[config.mk]
export PLATFORM = sky130hd
export DESIGN_NAME = ccc_apb_cfg_master
export DESIGN_NICKNAME = d
export VERILOG_FILES = /design/src/rtl/ccc_apb_cfg_master.sv
export SDC_FILE = /design/constraint.sdc
export NUM_CORES = 1
export LEC_CHECK = 0
export ABC_AREA = 1
export CELL_PAD_IN_SITES_DETAIL_PLACEMENT = 1
export CELL_PAD_IN_SITES_GLOBAL_PLACEMENT = 1
export CORE_ASPECT_RATIO = 0.75
export CORE_MARGIN = 5
export CORE_UTILIZATION = 32
export DETAILED_ROUTE_END_ITERATION = 8
export MAX_ROUTING_LAYER = met4
export PLACE_DENSITY_LB_ADDON = 0.1
export SLEW_MARGIN = 10
export SYNTH_ARGS = -nofsm -noshare
export SYNTH_HDL_FRONTEND = slang
export SYNTH_SLANG_ARGS = --single-unit
[constraint.sdc]
create_clock -name PCLK -period 1.4 [get_ports PCLK]
set_input_delay 0.21 -clock PCLK [delete_from_list [all_inputs] [get_ports PCLK]]
set_output_delay 0.21 -clock PCLK [all_outputs]
set_load 0.01 [all_outputs]
[src/rtl/ccc_apb_cfg_master.sv]
// APB3 initiator for the CCC dynamic-configuration port.
// Runs single read/write commands, optionally waiting for LOCK to resettle.
module ccc_apb_cfg_master #(
  parameter int SETTLE_CYC  = 16,
  parameter int STABLE_CYC  = 4,
  parameter int TIMEOUT_CYC = 1024
) (
  input  logic       PCLK,
  input  logic       PRESET,
  input  logic       CMD_VALID,
  output logic       CMD_READY,
  input  logic       CMD_WRITE,
  input  logic [5:0] CMD_ADDR,
  input  logic [7:0] CMD_WDATA,
  input  logic       CMD_WAIT_LOCK,
  output logic       RSP_VALID,
  output logic [7:0] RSP_RDATA,
  output logic       RSP_ERR,
  output logic       BUSY,
  output logic       LOCK_S,
  output logic       PSEL,
  output logic       PENABLE,
  output logic       PWRITE,
  output logic [5:0] PADDR,
  output logic [7:0] PWDATA,
  input  logic [7:0] PRDATA,
  input  logic       LOCK
);

  localparam int CW = $clog2(TIMEOUT_CYC + 1);
  localparam int SW = $clog2(STABLE_CYC + 1);
  localparam logic [CW-1:0] SETTLE_W  = CW'(SETTLE_CYC);
  localparam logic [CW-1:0] TIMEOUT_W = CW'(TIMEOUT_CYC);
  localparam logic [SW-1:0] STABLE_W  = SW'(STABLE_CYC);

  typedef enum logic [2:0] {
    IDLE,
    SETUP,
    ACCESS,
    LOCK_WAIT,
    RESP
  } state_t;

  state_t        state;
  logic          lock_s1;
  logic          lock_s2;
  logic          wait_lock;
  logic [CW-1:0] wait_cnt;
  logic [SW-1:0] stable_cnt;
  logic          lock_ok;
  logic          lock_tmo;

  assign CMD_READY = (state == IDLE);
  assign BUSY      = (state != IDLE);
  assign LOCK_S    = lock_s2;

  // Decisions use the registered counters, one cycle behind the count.
  assign lock_ok  = (wait_cnt >= SETTLE_W) && (stable_cnt == STABLE_W);
  assign lock_tmo = (wait_cnt == TIMEOUT_W);

  always_ff @(posedge PCLK or posedge PRESET) begin
    if (PRESET) begin
      lock_s1 <= 1'b0;
      lock_s2 <= 1'b0;
    end else begin
      lock_s1 <= LOCK;
      lock_s2 <= lock_s1;
    end
  end

  always_ff @(posedge PCLK or posedge PRESET) begin
    if (PRESET) begin
      state      <= IDLE;
      PSEL       <= 1'b0;
      PENABLE    <= 1'b0;
      PWRITE     <= 1'b0;
      PADDR      <= '0;
      PWDATA     <= '0;
      RSP_VALID  <= 1'b0;
      RSP_ERR    <= 1'b0;
      RSP_RDATA  <= '0;
      wait_lock  <= 1'b0;
      wait_cnt   <= '0;
      stable_cnt <= '0;
    end else begin
      RSP_VALID <= 1'b0;
      unique case (state)
        IDLE: begin
          if (CMD_VALID) begin
            PWRITE    <= CMD_WRITE;
            PADDR     <= CMD_ADDR;
            PWDATA    <= CMD_WDATA;
            wait_lock <= CMD_WAIT_LOCK & CMD_WRITE;
            RSP_ERR   <= 1'b0;
            PSEL      <= 1'b1;
            state     <= SETUP;
          end
        end
        SETUP: begin
          PENABLE <= 1'b1;
          state   <= ACCESS;
        end
        ACCESS: begin
          PSEL      <= 1'b0;
          PENABLE   <= 1'b0;
          RSP_RDATA <= PWRITE ? 8'h00 : PRDATA;
          if (PWRITE && wait_lock) begin
            wait_cnt   <= '0;
            stable_cnt <= '0;
            state      <= LOCK_WAIT;
          end else begin
            RSP_VALID <= 1'b1;
            state     <= RESP;
          end
        end
        LOCK_WAIT: begin
          if (!lock_tmo) wait_cnt <= wait_cnt + CW'(1);
          if (!lock_s2) stable_cnt <= '0;
          else if (stable_cnt != STABLE_W) stable_cnt <= stable_cnt + SW'(1);
          if (lock_ok) begin
            RSP_VALID <= 1'b1;
            RSP_ERR   <= 1'b0;
            state     <= RESP;
          end else if (lock_tmo) begin
            RSP_VALID <= 1'b1;
            RSP_ERR   <= 1'b1;
            state     <= RESP;
          end
        end
        RESP: state <= IDLE;
        default: state <= IDLE;
      endcase
    end
  end

endmodule

Word level (Yosys, flattened, before mapping)
Index checks and enable logic that the tools add are counted.
{"block": "op_classes", "add_sub_neg": 2, "order_cmp": 1, "n_eq_ne": 11, "muxes": 24, "n_bitwise": 1, "n_reduce_logical": 14}
{"cell": "2-to-1 mux 11 bit", "count": 2}
{"cell": "case mux 11 bit (2 select lines)", "count": 1}
{"cell": "2-to-1 mux 3 bit", "count": 7}
{"cell": "case mux 3 bit (4 select lines)", "count": 1}
{"cell": "adder 11 x 1 -> 11 bit, second input constant", "count": 1}
{"cell": "== test 11 bit, second input constant", "count": 1}
{"cell": ">= comparator 11 x 5 -> 1 bit, second input constant", "count": 1}
{"cell": "!= test 3 bit, second input constant", "count": 3}
{"cell": "AND reduction 3 bit", "count": 3}
{"cell": "2-to-1 mux 8 bit", "count": 1}
{"cell": "case mux 1 bit (2 select lines)", "count": 4}
{"cell": "nonzero test 2 bit", "count": 4}
{"cell": "2-to-1 mux 1 bit", "count": 7}
{"cell": "== test 3 x 2 -> 1 bit, second input constant", "count": 2}
{"cell": "!= test 2 bit, second input constant", "count": 3}
{"cell": "case mux 3 bit (2 select lines)", "count": 1}
{"cell": "AND reduction 2 bit", "count": 3}
{"cell": "adder 3 x 1 -> 3 bit, second input constant", "count": 1}
{"cell": "== test 3 x 1 -> 1 bit, second input constant", "count": 1}
{"cell": "== test 3 bit, second input constant", "count": 1}
{"cell": "zero test 3 bit", "count": 1}
{"cell": "nonzero test 3 bit", "count": 1}
{"cell": "logical AND 1 bit", "count": 2}
{"cell": "AND 1 bit", "count": 1}
{"block": "word_totals", "register_bits": 47, "input_bits": 28, "elab_cells": 67}

Logic depth before layout (Yosys ltp)
Gate-level depths: netlist of run 1.
{"block": "depth", "word_depth": 4, "mapped_depth": 9, "mapped_depth_nobuf": 9}

Least setup slack after synthesis of run 1
OpenSTA, ideal clock, no wires.
{"block": "synth_timing", "kind": "register to register", "start": "register wait_cnt[0]", "end": "register wait_cnt[10]", "setup_ns": 0.130, "arrival_time_ns": 1.223, "required_ns": 1.270, "setup_slack_ns": 0.047, "path_stages_with_launch": 8, "n_path_buf": 0, "cell_sequence": "dfrtp_1 > inv_1 > ha_1 > nand2_1 > nor2_1 > nand3_2 > a21oi_2 > o21ai_0"}
{"block": "synth_between", "elab_chain_len": 3, "elab_cells_between_ends": 6, "classes_between": "add/sub (1); eq/ne (2); mux (2); reduce/logical (1)"}
{"item": "start: declaration", "line": "48", "rtl": "logic [CW-1:0] wait_cnt;"}
{"item": "start signal: assignment", "line": "117", "rtl": "if (!lock_tmo) wait_cnt <= wait_cnt + CW'(1);"}
{"item": "adder 11 x 1 -> 11 bit or == test 11 bit (tied branches)", "line": "117, 59"}
{"item": "2-to-1 mux 11 bit or != test 2 bit (tied branches)"}
{"item": "case mux 11 bit (2 select lines) or AND reduction 3 bit (tied branches)"}
Several ways; a longest one is shown, not always the timed one. The select of a mux whose other input is x is not followed.
A chain may end at the register's enable or synchronous reset.

Worst setup path in the final report of run 1
{"block": "layout_timing", "start": "register wait_cnt[1]", "end": "register wait_cnt[10]"}
The elaborated chain is that of the path after synthesis.

==> flow_metrics.env, run 1 <==
export IMPL_yosysUniqueCellTypes=31
export IMPL_cts_root_to_sink_buffers=2
export IMPL_die_area_sq_um=8770
export IMPL_cts_htree_levels=2
export IMPL_fin_skew_ns=0.00548
export IMPL_boundary_pin_count=58
export IMPL_clk_latency_ns=0.30
export IMPL_setup_viol_count_final=0
export IMPL_die_x_microns=106
export IMPL_power_switching_fraction_pct=39.4
export IMPL_worst_path_required_time_ns=1.59
export IMPL_cp_data_arrival_time_ns=1.58
export IMPL_cts_tree="done"
export IMPL_share_comb_of_total_power_pct=48.7
export IMPL_reg2reg_from="wait_cnt[1]"
export IMPL_post_route_hold_slack_ns=0.254
export IMPL_critPathCaptureType="flop"
export IMPL_total_number_of_vias=2051
export IMPL_ctsHoldBuffers=0
export IMPL_cell_with_the_biggest_individual_delay_on_the_critical_path="dfrtp_1"
export IMPL_drtAntennaViolNets=0
export IMPL_placement_rows=26
export IMPL_path_class="reg2reg"
export IMPL_synth_net_count=295
export IMPL_met3_wirelength_microns=222
export IMPL_pwr_share_clk_pct=15.7
export IMPL_layout_area_overhead_vs_synth_pct=52.3
export IMPL_avgViaCountPerCell=4.64
export IMPL_path_clk_slew_ns=0.09
export IMPL_hold_path_class="in2async"
export IMPL_regToRegSetupSlack_ns=0.007
export IMPL_initial_core_util_pct=32.8
export IMPL_post_synth_instance_area_sq_um=2230
export IMPL_grt_pass1_wl_mm=10.3
export IMPL_power_frac_seq_pct=35.6
export IMPL_post_route_util_pct=50.0
export IMPL_ys_flop_type="dfrtp_1"
export IMPL_drt_wl_total_mm=6.49
export IMPL_vdd_ir_drop_worst_mv=0.723
export IMPL_max_slew_margin_rel_pct=81.3
export IMPL_grt_max_degree=48
export IMPL_grt_overflow_total=0
export IMPL_ff2ff_path_depth=7
export IMPL_antenna_found_initial=0
export IMPL_ys_top_cells_by_count="101 x nand2_1, 47 x dfrtp_1, 20 x inv_1"
export IMPL_cts_root_buffer="clkbuf_8"
export IMPL_grt_setup_unrepaired="yes"
export IMPL_post_synth_top_count_cell="nand2_1"
export IMPL_routability_cong=0.759
export IMPL_globalRouteTotalUtil_pct=15.6
export IMPL_place_hpwl_mm=4.56
export IMPL_cpLargestDelayFamily="flip-flops"
export IMPL_worst_path_largest_cell_delay_ns=0.40
export IMPL_synth_cells=263
export IMPL_fin_total_pwr_mw=5.82
export IMPL_status="completed"
export IMPL_crit_path_cell_trace="inv_2 -> ha_4 -> nand2_4 -> nor2_4 -> nand3_4 -> a21oi_4 -> o21ai_0"
export IMPL_yosys_register_bits=47
export IMPL_first_global_vias=2110
export IMPL_synth_enable_flop_cells=0
export IMPL_proportion_of_layout_cells_with_a_drive_suffix_above_1_pct=26.0
export IMPL_capturing_point_of_the_worst_reg2reg_path="wait_cnt[10]"
export IMPL_cellLeakagePower_nw=1.71
export IMPL_yosys_warnings=0
export IMPL_core_region_area_sq_um=6800
export IMPL_worstPathMaxFanout=5
export IMPL_final_net_count=389
export IMPL_worst_pin_slew_ns=0.277
export IMPL_final_hold_vios=0
export IMPL_power_per_cell_area_nw_per_um2=1710
export IMPL_fin_crit_ns=1.39
export IMPL_maximum_clock_frequency_ghz=0.718
export IMPL_synth_area_leader_cell="dfrtp_1"
export IMPL_yosysSeqAreaShare_pct=52.7
export IMPL_power_switching_mw=2.29
export IMPL_detailedRoute_firstPassIterationCount=4
export IMPL_synth_async_reset_ratio_pct=100
export IMPL_worst_setup_path_start_kind="flop"
export IMPL_io_buffer_count=57
export IMPL_number_of_clock_buffers_inserted_by_tritoncts=5
export IMPL_initialDrtViolationCount=43
export IMPL_internal_power_mw=3.52
export IMPL_die_height_microns=82.4
export IMPL_cts_sinks=47
export IMPL_number_of_remaining_drc_errors=0
export IMPL_met1_length_mm=3.17
export IMPL_synthDominantCellAreaShare_pct=52.7
export IMPL_max_slew_violations=0
export IMPL_dr_max_layer_used="met4"
export IMPL_synth_area_top_cells="dfrtp_1 53%, nand2_1 17%, nand3_1 4.0%"
export IMPL_routed_wl_met2_mm=3.03
export IMPL_diodes=0
export IMPL_cap_violations=0
export IMPL_period_share_pct=99.5
export IMPL_synthesis_area_per_instance_sq_um=8.49
export IMPL_nFillCells=830
export IMPL_critical_path_buf_inv_count=1
export IMPL_routed_wire_length_per_instance_microns=14.7
## layer usage
metal	track usage (%)	vias to the layer above
li1	-	1024
met1	21.3	980
met2	23.2	39
met3	3.34	8
met4	4.98	0
met5	-	-
## cell families after synthesis
logic type,Yosys count,share of synthesized area (%)
AOI/OAI and AO/OA,28,7.40
xor gates and xnor gates,3,1.18
adders and majority gates,4,2.24
buffers and inverters,31,6.22
DFF,47,52.7
and+or+nand+nor,150,30.3
## per-stage QoR
step | instance area, sq um | setup TNS [ns] | setup WS (ns) | cells
final | 3400 | 0 | 0.00664 | 442
after CTS | 3170 | -0.328 | -0.0517 | 434
after global routing | 3400 | -0.521 | -0.0657 | 442
after floorplan | 2230 | 0 | 0.0471 | 263
after detailed placement | 3100 | -0.993 | -0.127 | 426
after global placement | 3100 | -0.0101 | -0.0101 | 426
## final cells by class
cell class / count / area (sq um) / area share (%)
Timing Repair Buffer: 92 / 825 / 24.2
Inverter: 26 / 108 / 3.16
Tap cell: 84 / 105 / 3.09
Sequential cell: 47 / 1180 / 34.6
Clock buffer: 8 / 100 / 2.94
Multi-Input combinational cell: 185 / 1090 / 31.9
## flip-flops by register name (all words and copies together) (netlist names)
| name | flops |
|---|---|
| LOCK_S | 1 |
| PADDR | 6 |
| PENABLE | 1 |
| PSEL | 1 |
| PWDATA | 8 |
| PWRITE | 1 |
| RSP_ERR | 1 |
| RSP_RDATA | 8 |
| RSP_VALID | 1 |
| lock_s1 | 1 |
| stable_cnt | 3 |
| state | 3 |
| wait_cnt | 11 |
| wait_lock | 1 |
## placed cells by master, fill, tap and decap left out, types with 3 or more instances in the layout
cell / instances
o21ai_1: 8
inv_1: 14
nand2_1: 96
nor2_2: 6
buf_4: 30
clkdlybuf4s50_1: 27
dlygate4sd2_1: 28
nand2_2: 4
inv_2: 8
nand2_4: 3
buf_6: 3
nand4_1: 3
nand3_1: 16
nor2_4: 3
o21ai_0: 10
dfrtp_1: 46
clkbuf_8: 7
o21ai_2: 4
nor2_1: 7
## tightest hold or removal path, cell delays in order
cell and delay (ns):
clkdlybuf4s50_1 0.41, inv_2 0.07, buf_12 0.25
## how the worst max path moves through the flow
stage / start / endpoint / slack, ns / cells after the start
6_report: wait_cnt[1] / wait_cnt[10] / 0.007 / 7
2_1_floorplan: wait_cnt[0] / wait_cnt[10] / 0.05 / 7
4_1_cts: wait_cnt[0] / wait_cnt[2] / -0.05 / 9
3_5_place_dp: wait_cnt[0] / wait_cnt[9] / -0.13 / 8
5_1_grt: wait_cnt[1] / wait_cnt[0] / -0.07 / 8
3_3_place_gp: wait_cnt[1] / wait_cnt[2] / -0.01 / 9
## what timing repair did
action                     in CTS  in global routing
gates cloned                    0                  0
resized for setup              41                 49
buffers inserted                0                  8
setup endpoints to repair      43                 20
pin swaps                       1                 14
## power groups by stage
| stage | registers [mW] | logic [mW] | clock network (mW) |
|---|---|---|---|
| floorplan | 2.26 | 1.13 | 0 |
| global placement | 2.08 | 2.74 | 0 |
| detailed placement | 2.10 | 2.80 | 0 |
| CTS | 2.07 | 2.57 | 0.959 |
| global route | 2.13 | 3.13 | 1.01 |
| finish | 2.07 | 2.83 | 0.914 |
No activity file was read; power rests on OpenSTA's default activity.
==> inputs of run 2 (changes only) <==
--- a/config.mk
+++ b/config.mk
@@ -14,5 +14,5 @@
 export DETAILED_ROUTE_END_ITERATION = 8
+export GPL_TIMING_DRIVEN = 1
 export MAX_ROUTING_LAYER = met4
 export PLACE_DENSITY_LB_ADDON = 0.1
-export SLEW_MARGIN = 10
 export SYNTH_ARGS = -nofsm -noshare
--- a/constraint.sdc
+++ b/constraint.sdc
@@ -3,2 +3,2 @@
 set_output_delay 0.21 -clock PCLK [all_outputs]
-set_load 0.01 [all_outputs]
+set_load 0.1 [all_outputs]
==> flow_metrics.env, run 2 (synthesis gave the netlist of run 1 again) <==
export IMPL_status="finished, violations left"
export IMPL_failed_checks="setup timing"
export IMPL_clk_latency_ns=0.31
export IMPL_proportion_of_layout_cells_with_a_drive_suffix_above_1_pct=37.7
export IMPL_globalRouteTotalUtil_pct=15.7
export IMPL_cp_data_arrival_time_ns=1.28
export IMPL_grt_max_degree=48
export IMPL_layout_area_overhead_vs_synth_pct=72.3
export IMPL_initialDrtViolationCount=58
export IMPL_cellLeakagePower_nw=1.84
export IMPL_cap_violations=0
export IMPL_worst_path_largest_cell_delay_ns=0.43
export IMPL_avgViaCountPerCell=4.68
export IMPL_fin_cells=453
export IMPL_worst_path_required_time_ns=1.19
export IMPL_antenna_found_initial=0
export IMPL_crit_path_cell_trace="nor2_4 -> nand2_8 -> clkinvlp_4 -> buf_12"
export IMPL_grt_pass1_wl_mm=10.5
export IMPL_final_hold_vios=0
export IMPL_cpLargestDelayFamily="flip-flops"
export IMPL_final_net_count=400
export IMPL_io_buffer_count=57
export IMPL_worst_setup_path_start_kind="flop"
export IMPL_nFillCells=765
export IMPL_reg_top3="wait_cnt (11), PWDATA (8), RSP_RDATA (8)"
export IMPL_initial_core_util_pct=32.8
export IMPL_most_common_cell_after_layout_fill_and_taps_aside="nand2_1"
export IMPL_die_x_microns=106
export IMPL_fin_tns_setup_ns=-0.181
export IMPL_path_class="reg2out"
export IMPL_detailedRoute_firstPassIterationCount=4
export IMPL_worstPathMaxFanout=3
export IMPL_ctsHoldBuffers=0
export IMPL_die_area_sq_um=8770
export IMPL_core_region_area_sq_um=6800
export IMPL_vdd_ir_drop_worst_mv=1.44
export IMPL_max_slew_violations=0
export IMPL_worst_pin_slew_ns=0.294
export IMPL_placement_rows=26
export IMPL_cell_with_the_biggest_individual_delay_on_the_critical_path="dfrtp_1"
export IMPL_power_per_cell_area_nw_per_um2=2630
export IMPL_number_of_gates_on_the_worst_path_with_buffers_counted=4
export IMPL_cts_tree="done"
export IMPL_place_hpwl_mm=4.67
export IMPL_grt_setup_unrepaired="yes"
export IMPL_period_share_pct=106
export IMPL_first_global_vias=2112
export IMPL_die_height_microns=82.4
export IMPL_boundary_pin_count=58
export IMPL_fin_total_pwr_mw=10.1
export IMPL_ff2ff_path_depth=8
export IMPL_fin_skew_ns=0.00657
export IMPL_routed_wire_length_per_instance_microns=14.6
export IMPL_critPathCaptureType="output pin"
export IMPL_number_of_clock_buffers_inserted_by_tritoncts=5
export IMPL_max_slew_margin_rel_pct=80.2
export IMPL_final_setup_worst_slack_ns=-0.0887
export IMPL_total_number_of_vias=2120
export IMPL_routability_cong=0.785
export IMPL_placedCellCount=430
export IMPL_cts_htree_levels=2
export IMPL_mostFrequentLayoutCells="91 x nand2_1, 44 x dfrtp_1, 42 x buf_4"
export IMPL_cts_root_buffer="clkbuf_8"
export IMPL_path_clk_slew_ns=0.08
export IMPL_drt_wl_total_mm=6.61
export IMPL_hold_path_class="in2async"
export IMPL_number_of_remaining_drc_errors=0
export IMPL_critical_path_buf_inv_count=2
export IMPL_diodes=0
export IMPL_maximum_clock_frequency_ghz=0.672
export IMPL_fin_crit_ns=1.49
export IMPL_drtAntennaViolNets=0
export IMPL_largest_register="wait_cnt"
export IMPL_cts_sinks=47
export IMPL_setup_viol_count_final=4
export IMPL_cts_root_to_sink_buffers=2
export IMPL_largest_register_ff_count=11
export IMPL_grt_overflow_total=0
[run 2: cell types whose count changed in the layout (fill, tap and decap cells not counted), sizes merged]
cell         delta
buf            +39
dlygate4sd2    -28
clkinvlp        +1
inv             -1
[run 2: path summary, 6_finish.rpt]
path                             start       endpoint  slack (ns)
max in group asynchronous       PRESET         PWRITE        0.91
max                           state[2]      CMD_READY       -0.09
min in group PCLK                 LOCK        lock_s1        0.34
min reg2reg                    lock_s1         LOCK_S        0.35
max reg2reg                wait_cnt[0]    wait_cnt[0]       -0.04
min                             PRESET  stable_cnt[2]        0.24
[run 2: stage by stage]
step | utilization [%] | hold WS, ns | instance area (sq um) | setup WS [ns]
floorplan | - | 0.241 | 2260 | -0.176
global placement | 50.6 | 0.335 | 3440 | -0.0289
detailed placement | 50.6 | 0.337 | 3440 | -0.127
CTS | 53.4 | 0.256 | 3630 | -0.0931
global route | 56.6 | 0.270 | 3850 | -0.139
finish | 56.6 | 0.245 | 3850 | -0.0887
[run 2: area by class of cell]
| type | instances | area [sq um] | area share [%] |
|---|---|---|---|
| sequential | 47 | 1180 | 30.7 |
| clock buffer | 8 | 100 | 2.60 |
| inverter | 26 | 109 | 2.83 |
| multi-input combinational | 185 | 1110 | 28.9 |
| timing repair buffer | 103 | 1240 | 32.2 |
| tap | 84 | 105 | 2.73 |
[run 2: where the power goes]
group	switching (mW)	internal (mW)	total, mW
logic	4.41	2.50	6.91
registers	0.472	1.83	2.30
clock network	0.471	0.452	0.922
[run 2: layer usage]
| metal | GRT usage, % | wire length, microns | up-vias | share of wire, % |
|---|---|---|---|---|
| met5 | - | 0 | - | 0 |
| met4 | 4.98 | 83 | 0 | 1.3 |
| met3 | 3.65 | 328 | 10 | 5.0 |
| met2 | 24.8 | 3040 | 43 | 46 |
| met1 | 20.4 | 3160 | 1024 | 48 |
| li1 | - | - | 1043 | - |
[run 2: worst register-to-register path, stage by stage, from the launching register on]
cell     delay, ns
dfrtp_1       0.40
inv_2         0.09
ha_4          0.14
nand2_4       0.04
nor2_4        0.13
nand3_4       0.15
a21oi_4       0.24
nand2_1       0.09
o21ai_1       0.08
[run 2: what timing repair did]
action                                  in CTS  in global routing
buffers inserted                             4                 12
endpoints found under the setup margin      14                 34
pin swaps                                    9                 23
resized for setup                           15                 42
==> inputs of run 3 (changes only) <==
CORE_UTILIZATION = 35   (was 32)
GPL_ROUTABILITY_DRIVEN = 0   (was unset)
clock period = 1.5 ns   (was 1.4 ns; I/O delays follow)
==> flow_metrics.env, run 3 (synthesis gave the netlist of run 1 again) <==
export IMPL_failed_checks="setup timing"
export IMPL_drt_wl_total_mm=6.81
export IMPL_fin_crit_ns=1.51
export IMPL_total_number_of_vias=2088
export IMPL_proportion_of_layout_cells_with_a_drive_suffix_above_1_pct=31.4
export IMPL_first_global_vias=2188
export IMPL_antenna_found_initial=0
export IMPL_top_usage_layer="met2"
export IMPL_gr_usage_met2_pct=28.3
export IMPL_cts_htree_levels=2
export IMPL_ff2ff_path_depth=8
export IMPL_setup_viol_count_final=1
export IMPL_reg2reg_from="wait_cnt[0]"
export IMPL_cap_violations=0
export IMPL_die_area_sq_um=8100
export IMPL_cp_data_arrival_time_ns=1.28
export IMPL_placement_setup_worst_slack_ns=-0.0853
export IMPL_critPathCaptureType="output pin"
export IMPL_core_region_area_sq_um=6260
export IMPL_regToRegSetupSlack_ns=0.07
export IMPL_fin_skew_ns=0.00598
export IMPL_routed_wire_length_per_instance_microns=15.8
export IMPL_detailedRoute_firstPassIterationCount=4
export IMPL_status="finished, violations left"
export IMPL_grt_use_met3_pct=5.62
export IMPL_most_common_cell_after_layout_fill_and_taps_aside="nand2_1"
export IMPL_cts_sinks=47
export IMPL_path_class="reg2out"
export IMPL_drtAntennaViolNets=0
export IMPL_largest_register_ff_count=11
export IMPL_final_setup_worst_slack_ns=-0.00829
export IMPL_grt_overflow_total=0
export IMPL_fin_tns_setup_ns=-0.00829
export IMPL_final_net_count=381
export IMPL_mostFrequentLayoutCells="97 x nand2_1, 43 x dfrtp_1, 31 x buf_12"
export IMPL_grt_use_met1_pct=23.5
export IMPL_number_of_remaining_drc_errors=0
export IMPL_capturing_point_of_the_worst_reg2reg_path="wait_cnt[0]"
export IMPL_grt_setup_unrepaired="yes"
export IMPL_cts_root_buffer="clkbuf_8"
export IMPL_boundary_pin_count=58
export IMPL_clk_latency_ns=0.31
export IMPL_globalRouteTotalUtil_pct=18.2
export IMPL_grt_max_degree=48
export IMPL_path_clk_slew_ns=0.09
export IMPL_worst_setup_path_start_kind="flop"
export IMPL_die_x_microns=102
export IMPL_place_area_sq_um=3340
export IMPL_maximum_clock_frequency_ghz=0.663
export IMPL_avgViaCountPerCell=4.84
export IMPL_placement_rows=25
export IMPL_period_share_pct=101
export IMPL_reg_top3="wait_cnt (11), PWDATA (8), RSP_RDATA (8)"
export IMPL_worst_path_required_time_ns=1.27
export IMPL_number_of_clock_buffers_inserted_by_tritoncts=5
export IMPL_max_slew_violations=0
export IMPL_die_height_microns=79.2
export IMPL_nFillCells=707
export IMPL_hold_path_class="in2async"
export IMPL_initialDrtViolationCount=53
export IMPL_max_slew_margin_rel_pct=76.6
export IMPL_ctsHoldBuffers=0
export IMPL_worst_pin_slew_ns=0.347
export IMPL_cts_root_to_sink_buffers=2
export IMPL_place_hpwl_mm=4.99
export IMPL_layout_area_overhead_vs_synth_pct=60.7
export IMPL_initial_core_util_pct=35.7
export IMPL_io_buffer_count=57
export IMPL_cts_tree="done"
export IMPL_diodes=0
export IMPL_grt_pass1_wl_mm=11.0
export IMPL_layout_cell_area_non_filler_sq_um=3590
export IMPL_final_hold_vios=0
export IMPL_largest_register="wait_cnt"
export IMPL_post_route_util_pct=57.4
export IMPL_worstPathMaxFanout=3
## run 3: changes by cell type in the layout (fill, tap and decap cells not counted), sizes merged
| cell | change |
|---|---|
| buf | -19 |
| clkbuf | -3 |
| clkinv | +2 |
| inv | +1 |
## run 3: worst max-delay path, stage by stage, from the launching register on
cell and delay (ns):
dfrtp_1 0.42, nor2_4 0.18, nand2_8 0.08, clkinvlp_4 0.11, buf_12 0.17
## run 3: layer usage
metal / share of wire, % / up-vias / wire (microns)
li1: - / 1000 / -
met1: 45 / 1034 / 3050
met2: 49 / 49 / 3320
met3: 5.7 / 5 / 388
met4: 0.75 / 0 / 51
met5: 0 / - / 0
## run 3: area by class of cell
type                    instances  area, sq um  area share (%)
multi-input cells             185         1030            28.7
clock inverters                 3         15.0           0.418
flip-flops and latches         47         1180            32.9
well taps                      81          101            2.82
repair buffers                 84         1090            30.3
clock buffers                   5         68.8            1.92
inverters                      26          106            2.96
## run 3: through the flow
step | instances | hold WS (ns)
floorplan | 263 | 0.256
global placement | 414 | 0.332
detailed placement | 414 | 0.336
CTS | 427 | 0.280
global route | 431 | 0.275
finish | 431 | 0.259
## run 3: repair_timing
action,in CTS,in global routing
pin swaps,4,7
gates resized for setup,5,32
setup endpoints to repair,10,19
buffers inserted,5,4
## run 3: worst max-delay path by stage
stage                    to        start  cells past startpoint  slack, ns
2_1_floorplan      state[0]     state[0]                      5      -0.09
3_3_place_gp    wait_cnt[0]  wait_cnt[1]                      8       0.02
6_report          CMD_READY     state[2]                      4     -0.008
4_1_cts           CMD_READY     state[2]                      4      -0.01
5_1_grt           CMD_READY     state[2]                      4      -0.07
3_5_place_dp   wait_cnt[10]  wait_cnt[1]                      7      -0.09
Power of run 3 is not shown: default switching activity piles up to over one toggle a cycle in this logic, so the estimate is an artifact.
